===== config.mk =====
export PLATFORM = sky130hd
export DESIGN_NAME = jt6295_rom_arb_flat
export DESIGN_NICKNAME = d
export VERILOG_FILES = /design/src/rtl/jt6295_rom_arb_pkg.sv /design/src/rtl/jt6295_rom_arb_if.sv /design/src/rtl/jt6295_rom_arb_slot.sv /design/src/rtl/jt6295_rom_arb.sv /design/src/flat_wrapper.sv
export SDC_FILE = /design/constraint.sdc
export NUM_CORES = 1
export LEC_CHECK = 0
export CORE_MARGIN = 2
export CORE_UTILIZATION = 35
export CTS_BUF_LIST = sky130_fd_sc_hd__clkbuf_16
export DETAILED_ROUTE_END_ITERATION = 16
export HOLD_SLACK_MARGIN = 0.15
export SLEW_MARGIN = 20
export SYNTH_ARGS = -nofsm -noshare
export SYNTH_HDL_FRONTEND = slang
export SYNTH_SLANG_ARGS = --single-unit
export TNS_END_PERCENT = 100

===== constraint.sdc =====
create_clock -name clk -period 4.2 [get_ports clk]
set_input_delay 1.26 -clock clk [delete_from_list [all_inputs] [get_ports clk]]
set_output_delay 1.26 -clock clk [all_outputs]
set_load 0.02 [all_outputs]

===== src/rtl/jt6295_rom_arb_pkg.sv =====
// rtl/jt6295_rom_arb_pkg.sv - shared width default, FSM encoding and grant helper for the ROM arbiter
package jt6295_rom_arb_pkg;

  localparam int AW_DEF = 18;

  typedef enum logic [1:0] {
    IDLE  = 2'd0,
    ISSUE = 2'd1,
    WAIT  = 2'd2
  } state_t;

  // Round-robin pick: a lone requester wins, a tie goes to whoever was not served last.
  function automatic logic next_grant(input logic p0, input logic p1, input logic last);
    return (p0 && p1) ? ~last : p1;
  endfunction

endpackage


===== src/rtl/jt6295_rom_arb_if.sv =====
// rtl/jt6295_rom_arb_if.sv - byte ROM port bundle (address/strobe out, data/ok back)
interface jt6295_rom_arb_if
  import jt6295_rom_arb_pkg::*;
#(
  parameter int AW = AW_DEF
);

  logic [AW-1:0] addr;
  logic          cs;
  logic [7:0]    data;
  logic          ok;

  modport master (output addr, cs, input data, ok);
  modport slave  (input addr, cs, output data, ok);

endinterface


===== src/rtl/jt6295_rom_arb_slot.sv =====
// rtl/jt6295_rom_arb_slot.sv - per-requester request latch, returned byte and ok flag
module jt6295_rom_arb_slot
  import jt6295_rom_arb_pkg::*;
#(
  parameter int AW = AW_DEF
) (
  input  logic          clk,
  input  logic          rst,
  input  logic [AW-1:0] addr,
  input  logic          cs,
  input  logic          done,
  input  logic [7:0]    rom_data,
  output logic          pend,
  output logic [AW-1:0] req,
  output logic [7:0]    dout,
  output logic          ok
);

  logic          valid;
  logic [AW-1:0] served;
  logic          capture;

  // A held address that was already fetched is served from dout without a new access.
  assign capture = cs && !pend && (!valid || (addr != served));
  assign ok      = valid && !pend && (addr == served);

  always_ff @(posedge clk) begin
    if (rst) begin
      pend   <= 1'b0;
      req    <= '0;
      served <= '0;
      valid  <= 1'b0;
      dout   <= 8'd0;
    end else if (capture) begin
      pend  <= 1'b1;
      req   <= addr;
      valid <= 1'b0;
    end else if (done) begin
      dout   <= rom_data;
      served <= req;
      valid  <= 1'b1;
      pend   <= 1'b0;
    end
  end

endmodule


===== src/rtl/jt6295_rom_arb.sv =====
// rtl/jt6295_rom_arb.sv - round-robin sharing of one ROM port between two jt6295 cores
module jt6295_rom_arb
  import jt6295_rom_arb_pkg::*;
#(
  parameter int   AW       = AW_DEF,
  parameter logic SLOT1_HI = 1'b1
) (
  input  logic             clk,
  input  logic             rst,
  jt6295_rom_arb_if.slave  slot0,
  jt6295_rom_arb_if.slave  slot1,
  jt6295_rom_arb_if.master rom
);

  logic          pend0, pend1;
  logic [AW-1:0] req0, req1;
  logic          done0, done1;

  state_t        state, state_nx;
  logic          sel, sel_nx;
  logic          last_grant, last_nx;
  logic          cs_q, cs_nx;
  logic [AW:0]   addr_q, addr_nx;

  assign done0 = (state == WAIT) && rom.ok && !sel;
  assign done1 = (state == WAIT) && rom.ok &&  sel;

  jt6295_rom_arb_slot #(.AW(AW)) u_slot0 (
    .clk      (clk),
    .rst      (rst),
    .addr     (slot0.addr),
    .cs       (slot0.cs),
    .done     (done0),
    .rom_data (rom.data),
    .pend     (pend0),
    .req      (req0),
    .dout     (slot0.data),
    .ok       (slot0.ok)
  );

  jt6295_rom_arb_slot #(.AW(AW)) u_slot1 (
    .clk      (clk),
    .rst      (rst),
    .addr     (slot1.addr),
    .cs       (slot1.cs),
    .done     (done1),
    .rom_data (rom.data),
    .pend     (pend1),
    .req      (req1),
    .dout     (slot1.data),
    .ok       (slot1.ok)
  );

  always_ff @(posedge clk) begin
    if (rst) begin
      state      <= IDLE;
      sel        <= 1'b0;
      last_grant <= 1'b1;
      cs_q       <= 1'b0;
      addr_q     <= '0;
    end else begin
      state      <= state_nx;
      sel        <= sel_nx;
      last_grant <= last_nx;
      cs_q       <= cs_nx;
      addr_q     <= addr_nx;
    end
  end

  always_comb begin
    state_nx = state;
    sel_nx   = sel;
    last_nx  = last_grant;
    cs_nx    = cs_q;
    addr_nx  = addr_q;
    case (state)
      IDLE: begin
        if (pend0 || pend1) begin
          sel_nx   = next_grant(pend0, pend1, last_grant);
          addr_nx  = sel_nx ? {SLOT1_HI, req1} : {~SLOT1_HI, req0};
          cs_nx    = 1'b1;
          state_nx = ISSUE;
        end
      end
      // rom_ok here still belongs to the previous address, so it is skipped.
      ISSUE: state_nx = WAIT;
      WAIT: begin
        if (rom.ok) begin
          last_nx  = sel;
          cs_nx    = 1'b0;
          state_nx = IDLE;
        end
      end
      default: state_nx = IDLE;
    endcase
  end

  assign rom.addr = addr_q;
  assign rom.cs   = cs_q;

endmodule


===== src/flat_wrapper.sv =====
// flat-port wrapper written by rule: the top's interface ports become plain ports
module jt6295_rom_arb_flat import jt6295_rom_arb_pkg::*;
#(
  parameter int   AW       = AW_DEF,
  parameter logic SLOT1_HI = 1'b1
)
  (clk, rst, slot0_addr, slot0_cs, slot0_data, slot0_ok, slot1_addr, slot1_cs, slot1_data, slot1_ok, rom_addr, rom_cs, rom_data, rom_ok);
  jt6295_rom_arb_if #(.AW(AW)) slot0_i ();
  jt6295_rom_arb_if #(.AW(AW)) slot1_i ();
  jt6295_rom_arb_if #(.AW(AW)) rom_i ();
  input  logic clk;
  input  logic rst;
  input wire logic [$bits(slot0_i.addr)-1:0] slot0_addr;
  input wire logic [$bits(slot0_i.cs)-1:0] slot0_cs;
  output wire logic [$bits(slot0_i.data)-1:0] slot0_data;
  output wire logic [$bits(slot0_i.ok)-1:0] slot0_ok;
  input wire logic [$bits(slot1_i.addr)-1:0] slot1_addr;
  input wire logic [$bits(slot1_i.cs)-1:0] slot1_cs;
  output wire logic [$bits(slot1_i.data)-1:0] slot1_data;
  output wire logic [$bits(slot1_i.ok)-1:0] slot1_ok;
  output wire logic [$bits(rom_i.addr)-1:0] rom_addr;
  output wire logic [$bits(rom_i.cs)-1:0] rom_cs;
  input wire logic [$bits(rom_i.data)-1:0] rom_data;
  input wire logic [$bits(rom_i.ok)-1:0] rom_ok;
  assign slot0_i.addr = slot0_addr;
  assign slot0_i.cs = slot0_cs;
  assign slot0_data = slot0_i.data;
  assign slot0_ok = slot0_i.ok;
  assign slot1_i.addr = slot1_addr;
  assign slot1_i.cs = slot1_cs;
  assign slot1_data = slot1_i.data;
  assign slot1_ok = slot1_i.ok;
  assign rom_addr = rom_i.addr;
  assign rom_cs = rom_i.cs;
  assign rom_i.data = rom_data;
  assign rom_i.ok = rom_ok;
  jt6295_rom_arb #(.AW(AW), .SLOT1_HI(SLOT1_HI)) u_core (.clk(clk), .rst(rst), .slot0(slot0_i), .slot1(slot1_i), .rom(rom_i));
endmodule

After elaboration in Yosys (flattened, before gate mapping)
Index checks and enable logic that the tools add are counted.
{"block": "word_totals", "register_bits": 115}
{"block": "op_classes", "eq_ne": 8, "muxes": 12, "n_bitwise": 3, "reduce_logical": 32}
{"op": "$eq A18 B18 Y1", "n": 2}
{"op": "$ne A18 B18 Y1", "n": 2}
{"op": "$mux W18", "n": 1}
{"op": "$logic_and A1 B1 Y1", "n": 12}
{"op": "$reduce_and A2 Y1", "n": 5}
{"op": "$mux W1", "n": 7}
{"op": "$pmux W2 S3", "n": 1}
{"op": "$reduce_bool A2 Y1", "n": 3}
{"op": "$logic_not A1 Y1", "n": 5}
{"op": "$mux W2", "n": 2}
{"op": "$reduce_or A2 Y1", "n": 2}
{"op": "$logic_or A1 B1 Y1", "n": 3}
{"op": "$not A1 Y1", "n": 3}
{"op": "$reduce_and A3 Y1", "n": 1}
{"op": "$eq A2 B1 Y1 const B", "n": 1}
{"op": "$eq A2 B2 Y1 const B", "n": 1}
{"op": "$logic_not A2 Y1", "n": 1}
{"op": "$ne A2 B1 Y1 const B", "n": 1}
{"op": "$ne A2 B2 Y1 const B", "n": 1}
{"op": "$pmux W1 S2", "n": 1}

Logic depth before layout (Yosys ltp)
{"block": "depth", "ltp_word": 5, "depth_mapped": 6}

Cells and area by module
Synthesis repeated with hierarchy kept, for this count alone.
{"block": "unflattened", "hier_cells": 577, "area_unflattened_um2": 5509.0}
{"module": "jt6295_rom_arb_slot", "n_inst": 2, "cells_each": 225, "area_each_um2": 2205.9, "seq_area_each_um2": 920.9}
{"module": "jt6295_rom_arb", "n_inst": 1, "cells_each": 127, "area_each_um2": 1097.3, "seq_area_each_um2": 460.4}

Worst setup path after synthesis
Ideal clock, no wire load.
{"block": "synth_timing", "kind": "input port to output port", "from": "input slot1_addr[0]", "to": "output slot1_ok", "arrival_ns": 2.283, "t_required_ns": 2.940, "path_slack_ns": 0.657, "stages": 5, "path_buffers": 0, "cell_sequence": "xor2_1 > nor4b_2 > and4_4 > nand2_1 > nor2_1"}
{"block": "synth_between", "elab_chain_len": 2}
{"item": "start, declared", "line": "flat_wrapper.sv:17", "text": "input wire logic [$bits(slot1_i.addr)-1:0] slot1_addr;"}
{"item": "$eq A18 B18 Y1", "line": "jt6295_rom_arb_slot.sv:25", "text": "assign ok = valid && !pend && (addr == served);"}
{"item": "$logic_and A1 B1 Y1", "line": "jt6295_rom_arb_slot.sv:25"}
{"item": "end, declared", "line": "flat_wrapper.sv:20", "text": "output wire logic [$bits(slot1_i.ok)-1:0] slot1_ok;"}
Every way passes these cells.

Worst setup path after layout
{"block": "layout_timing", "from": "input slot1_addr[14]", "to": "output slot1_ok"}
The elaborated chain is that of the path after synthesis.

==> flow_metrics.tcl <==
set metrics [dict create \
    ctsLongestPathBuffers 2 \
    start_util 0.357 \
    ctsRootBufferMaster "clkbuf_16" \
    h-tree-depth 4 \
    fin_skew_ns 0.00685 \
    die_h_um 137 \
    cts_tree "done" \
    regArea_sq_um 2300 \
    syn_area_sq_um 6150 \
    placement.io_buffers 85 \
    first_iter_violations 320 \
    overflow 0 \
    worstHoldPathType "reg2reg" \
    vias 5211 \
    cts_made_buffers 17 \
    syn_nets 720 \
    yosys_warnings 0 \
    final-hold-violation-count 0 \
    synthCells 671 \
    cp_max_fo 2 \
    track_usage 0.187 \
    drc_errors 0 \
    grt_pass1_wl_um 26700 \
    antennaDiodeCount 0 \
    outcome "complete, no violations" \
    grt_max_degree 87 \
    hpwl_um 11300 \
    multiInputGateArea_sq_um 3590 \
    rsz0062_at_grt "false" \
    area_delta_synth_final_pct 27.5 \
    synth_edf_count 0 \
    period_share 0.968 \
    cts_sinks 115 \
    ys_ff_latch 115 \
    cp.required_ns 2.94 \
    cts.clk_slew.worst_paths_ns 0.05 \
    ys_top_cells_by_area "dfxtp_1 (37%), mux2i_1 (9.0%), nand2b_1 (7.6%)" \
    final_antenna_net_count 0 \
    ir_drop_mv 0.328 \
    drive_gt1_frac 0.106 \
    grt_pass1_vias 5091 \
    io_pins 86 \
    synthArstFlopShare 0 \
    dieArea_sq_um 18600 \
    synth_top_cell_by_area "dfxtp_1" \
    wire_per_inst_um 17.1 \
    coreArea_sq_um 17200 \
    cp.arrival_ns 2.80 \
    synthFlopType "dfxtp_1" \
    synth_cell_types 33 \
    row_count 48 \
    p_leak_nw 2.72 \
    setup_viol 0 \
    max_freq_mhz 246 \
    hold_buffers 0 \
    startpoint_type "input pin" \
    slew_viol_final 0 \
    fill_cells 1640 \
    worst_setup_path_end_kind "output pin" \
    hold_slack_ns 0.495 \
    first_pass_iters 5 \
    synth_top_area_share 0.375 \
    num-nets-final 799 \
    vias_per_cell 5.28 \
    cap_violations 0 \
    power.total_mw 2.95 \
    routed_wl_um 16800 \
    worst_pin_slew_ns 0.861 \
    clkLatencyLatePin_ns 0.42 \
    antenna_found_initial 0 \
    fin_crit_ns 4.06 \
    crit_type "in2out" \
    gp_congestion 0.840 \
    cellPowerDensity_nw_per_um2 376 \
    avgSynthCellArea_sq_um 9.16 \
    maxSlewHeadroom 0.423 \
    seq_area_frac_synth 0.375 \
    die_w_um 137 \
    post-cts-setup-buffer-count 0 \
]
final timing paths:
check                                              start                         to  slack (ns)  depth (start not counted)
worst max register to register  u_core.u_slot1.served[9]  u_core.u_slot1.served[17]        2.15                          7
worst min-delay path                   u_core.last_grant          u_core.last_grant        0.49                          2
worst max-delay path                      slot1_addr[14]                   slot1_ok        0.14                          7
worst min register to register         u_core.last_grant          u_core.last_grant        0.49                          2
per-layer routing:
layer	wire (um)	GRT usage
met5	0	0
met3	724	0.0433
met1	7740	0.243
met2	8040	0.298
met4	313	0.0747
through the flow:
step | utilization | setup TNS [ns] | cell area, sq um | worst slack [ns] | instances
after CTS | 0.454 | 0 | 7830 | 0.00740 | 986
after detailed placement | 0.424 | -0.706 | 7300 | -0.390 | 956
after global placement | 0.424 | -0.677 | 7300 | -0.355 | 956
after floorplan | - | 0 | 6150 | 0.657 | 671
after global routing | 0.455 | 0 | 7840 | 0.0438 | 986
final | 0.455 | 0 | 7840 | 0.136 | 986
worst max-delay path, cell delays in order:
cell and delay (ns):
clkdlybuf4s50_1 0.44, xor2_1 0.22, nor4_1 0.30, and4_4 0.27
nand2_1 0.06, nor2_1 0.08, buf_2 0.17
area by class of cell:
type | count | area share
inverters | 1 | 0.000479
well taps | 225 | 0.0359
clock inverters | 13 | 0.0132
flip-flops and latches | 115 | 0.294
repair buffers | 121 | 0.145
clock buffers | 17 | 0.0543
multi-input cells | 494 | 0.458
cell usage after synthesis (all sizes together), types with 4 or more instances:
master and n:
a21oi 6, o211ai 16, nor4b 4, clkbuf 44, nor2b 9, nand2b 75
mux2i 55, buf 17, a211oi 18, nor4 13, o21ai 53, dfxtp 115
nand2 24, nand3b 53, xor2 36, o311ai 36, nor2 29, nor3 7
nor3b 52
power by group:
part,internal [mW],total [mW],switching [mW]
Clock,0.840,1.31,0.471
Combinational,0.202,0.434,0.233
Sequential,1.15,1.20,0.0476
cells in the final DEF, fill, tap and decap left out, types with 2 or more instances in the layout:
cell / synthesis / final
clkinv_1: 0 / 6
a21o_1: 2 / 2
nor3b_1: 52 / 52
and4_4: 2 / 2
xor2_1: 36 / 36
nor4_2: 0 / 3
o311ai_1: 28 / 28
nor2b_1: 9 / 9
a211oi_1: 18 / 18
buf_2: 7 / 2
clkdlybuf4s50_1: 0 / 82
nor3_1: 5 / 4
nor3_2: 2 / 3
nor4b_1: 2 / 2
nand2_1: 24 / 24
nand3_1: 2 / 2
o21ai_0: 23 / 23
o21ai_1: 30 / 30
o211ai_1: 16 / 16
o311ai_2: 8 / 8
a21oi_1: 4 / 4
nand3b_1: 53 / 53
dfxtp_1: 115 / 115
buf_4: 3 / 35
nor4_1: 13 / 10
clkbuf_16: 0 / 17
a21oi_4: 2 / 2
bufinv_16: 0 / 2
clkinv_2: 0 / 2
buf_12: 0 / 2
nor2_1: 29 / 29
nor4b_2: 2 / 2
inv_1: 1 / 4
mux2i_1: 55 / 55
nand2b_1: 75 / 75
cell families after synthesis:
logic type	after synthesis	share of synthesized area
compound gates	132	0.158
xor+xnor	36	0.0513
buf+inv	62	0.0460
flops	115	0.375
mux	55	0.0896
simple gates	271	0.281
registers in the layout (all words and copies together), names as in the netlist:
signal / count
u_core.addr_q: 18
u_core.u_slot0.req: 18
u_core.u_slot0.served: 18
u_core.u_slot1.req: 18
u_core.u_slot1.served: 18
u_core.u_slot0.dout: 8
u_core.u_slot1.dout: 8
u_core.state: 2
u_core.last_grant: 1
u_core.rom.cs: 1
u_core.sel: 1
u_core.u_slot0.pend: 1
u_core.u_slot0.valid: 1
u_core.u_slot1.pend: 1
u_core.u_slot1.valid: 1
repair_timing:
action / CTS / global route
pin swaps: 3 / 0
gates resized for setup: 8 / 3
endpoints found under the setup margin: 2 / 2
cloned: 0 / 0
No activity file was read; power rests on OpenSTA's default activity.
==> patch: new RTL, config.mk and constraints unchanged <==
Re-encode `state_t` (3 states) as one-hot, 3 bits wide.
--- a/src/rtl/jt6295_rom_arb_pkg.sv
+++ b/src/rtl/jt6295_rom_arb_pkg.sv
@@ -4,8 +4,8 @@
   localparam int AW_DEF = 18;
 
-  typedef enum logic [1:0] {
-    IDLE  = 2'd0,
-    ISSUE = 2'd1,
-    WAIT  = 2'd2
+  typedef enum logic [2:0] {
+    IDLE  = 3'b001,
+    ISSUE = 3'b010,
+    WAIT  = 3'b100
   } state_t;
 
Formal check against the unedited RTL: no difference found for any inputs over 4 cycles, from zero or initial values and one cycle with rst high; so few cycles prove little.
==> patch against the original RTL <==
- hold slack lost 0.030 ns
- setup slack improved by 0.022 ns
- maximum frequency grew 0.56%
- power up 5.1%
- synthesized area decreased by 17%
- die area fell by 16%
- sequential cell count rose by 1
- core utilization up 1.6 points
- wire length is 25% lower
- cell area decreased by 13%
- critical path type unchanged
==> patch: results (changes against the original RTL) <==
| Metric | Value |
|---|---|
| Status | `completed` |
| Worst Max-Slew Pin Slew | `1.01 ns (+0.146 ns)` |
| Final wirelength | `12600 um (-25%)` |
| Met3 wire len | `836 um (+15%)` |
| Pin count of the biggest net entering global routing | `90 (+3.4%)` |
| Area contributors post-synth | `dfxtp_1 45%, mux2i_1 8.8%, nand2b_1 8.5%` |
| First-pass GRT wire length | `20700 um (-22%)` |
| Crit path from | `slot0_addr[7]` |
| Worst reg2reg startpoint | `u_core.u_slot1.pend` |
| Mean post-synth cell area | `9.41 um^2 (+2.8%)` |
| Commonest cells in the netlist | `116 x dfxtp_1, 82 x o21ai_0, 70 x nand2b_1, 45 x mux2i_1, 36 x nand3b_1` |
| WL/cell | `15.3 um (-10%)` |
| Peak supply drop | `275 uV (-16%)` |
| 1st-iter DRT viols | `332 (+3.8%)` |
| Sequential area share after synthesis | `45.3% (+7.8 points)` |
| Post-Syn Nets | `594 (-18%)` |
| Met1 WL | `5740 um (-26%)` |
| Post-detail-place hpwl | `8610 um (-24%)` |
| Library cells used by synthesis | `34 (+3.0%)` |
| Pleak | `0.00228 uW (-16%)` |
| Placer Congestion | `0.741 (-12%)` |
| GR Util met1 | `20.2% (-4.1 points)` |
| # nets final | `673 (-16%)` |
| Met2 Track Usage GR | `26.9% (-2.9 points)` |
| Top delay family on crit path | `buffers and inverters` |
| Inst Count DP | `789 (-17%)` |
## patch: timing repair
action / 4_1_cts / 5_1_grt
pin swaps: 0 / 0
endpoints found under the setup margin: 2 / 1
hold buffers: 0 / 0
buffers inserted: 0 / 0
resized for setup: 3 / 2
## patch: kinds of logic (layout without fill, tap and decap cells)
group | after synthesis | after routing | share of synthesized area, %
simple gates | 189 | 189 | 22.6
flops | 116 | 116 | 45.3
compound gates | 117 | 117 | 12.9
mux | 45 | 45 | 8.78
buf+inv | 42 | 134 | 4.32
xor+xnor | 36 | 36 | 6.14
## patch: final timing paths
check                           cells after the start               end  slack, ns
worst max register to register                      4  u_core.addr_q[2]       2.26
worst min-delay path                                1   u_core.state[2]       0.46
worst max-delay path                                7          slot0_ok       0.16
worst min register to register                      1   u_core.state[2]       0.46
## patch: area by class of cell
cell class	count	area (um^2)
clock buffers	17	425
inverters	2	7.51
multi-input cells	387	2620
fillers	1411	7630
repair buffers	100	972
clock inverters	15	214
flip-flops and latches	116	2320
well taps	184	230
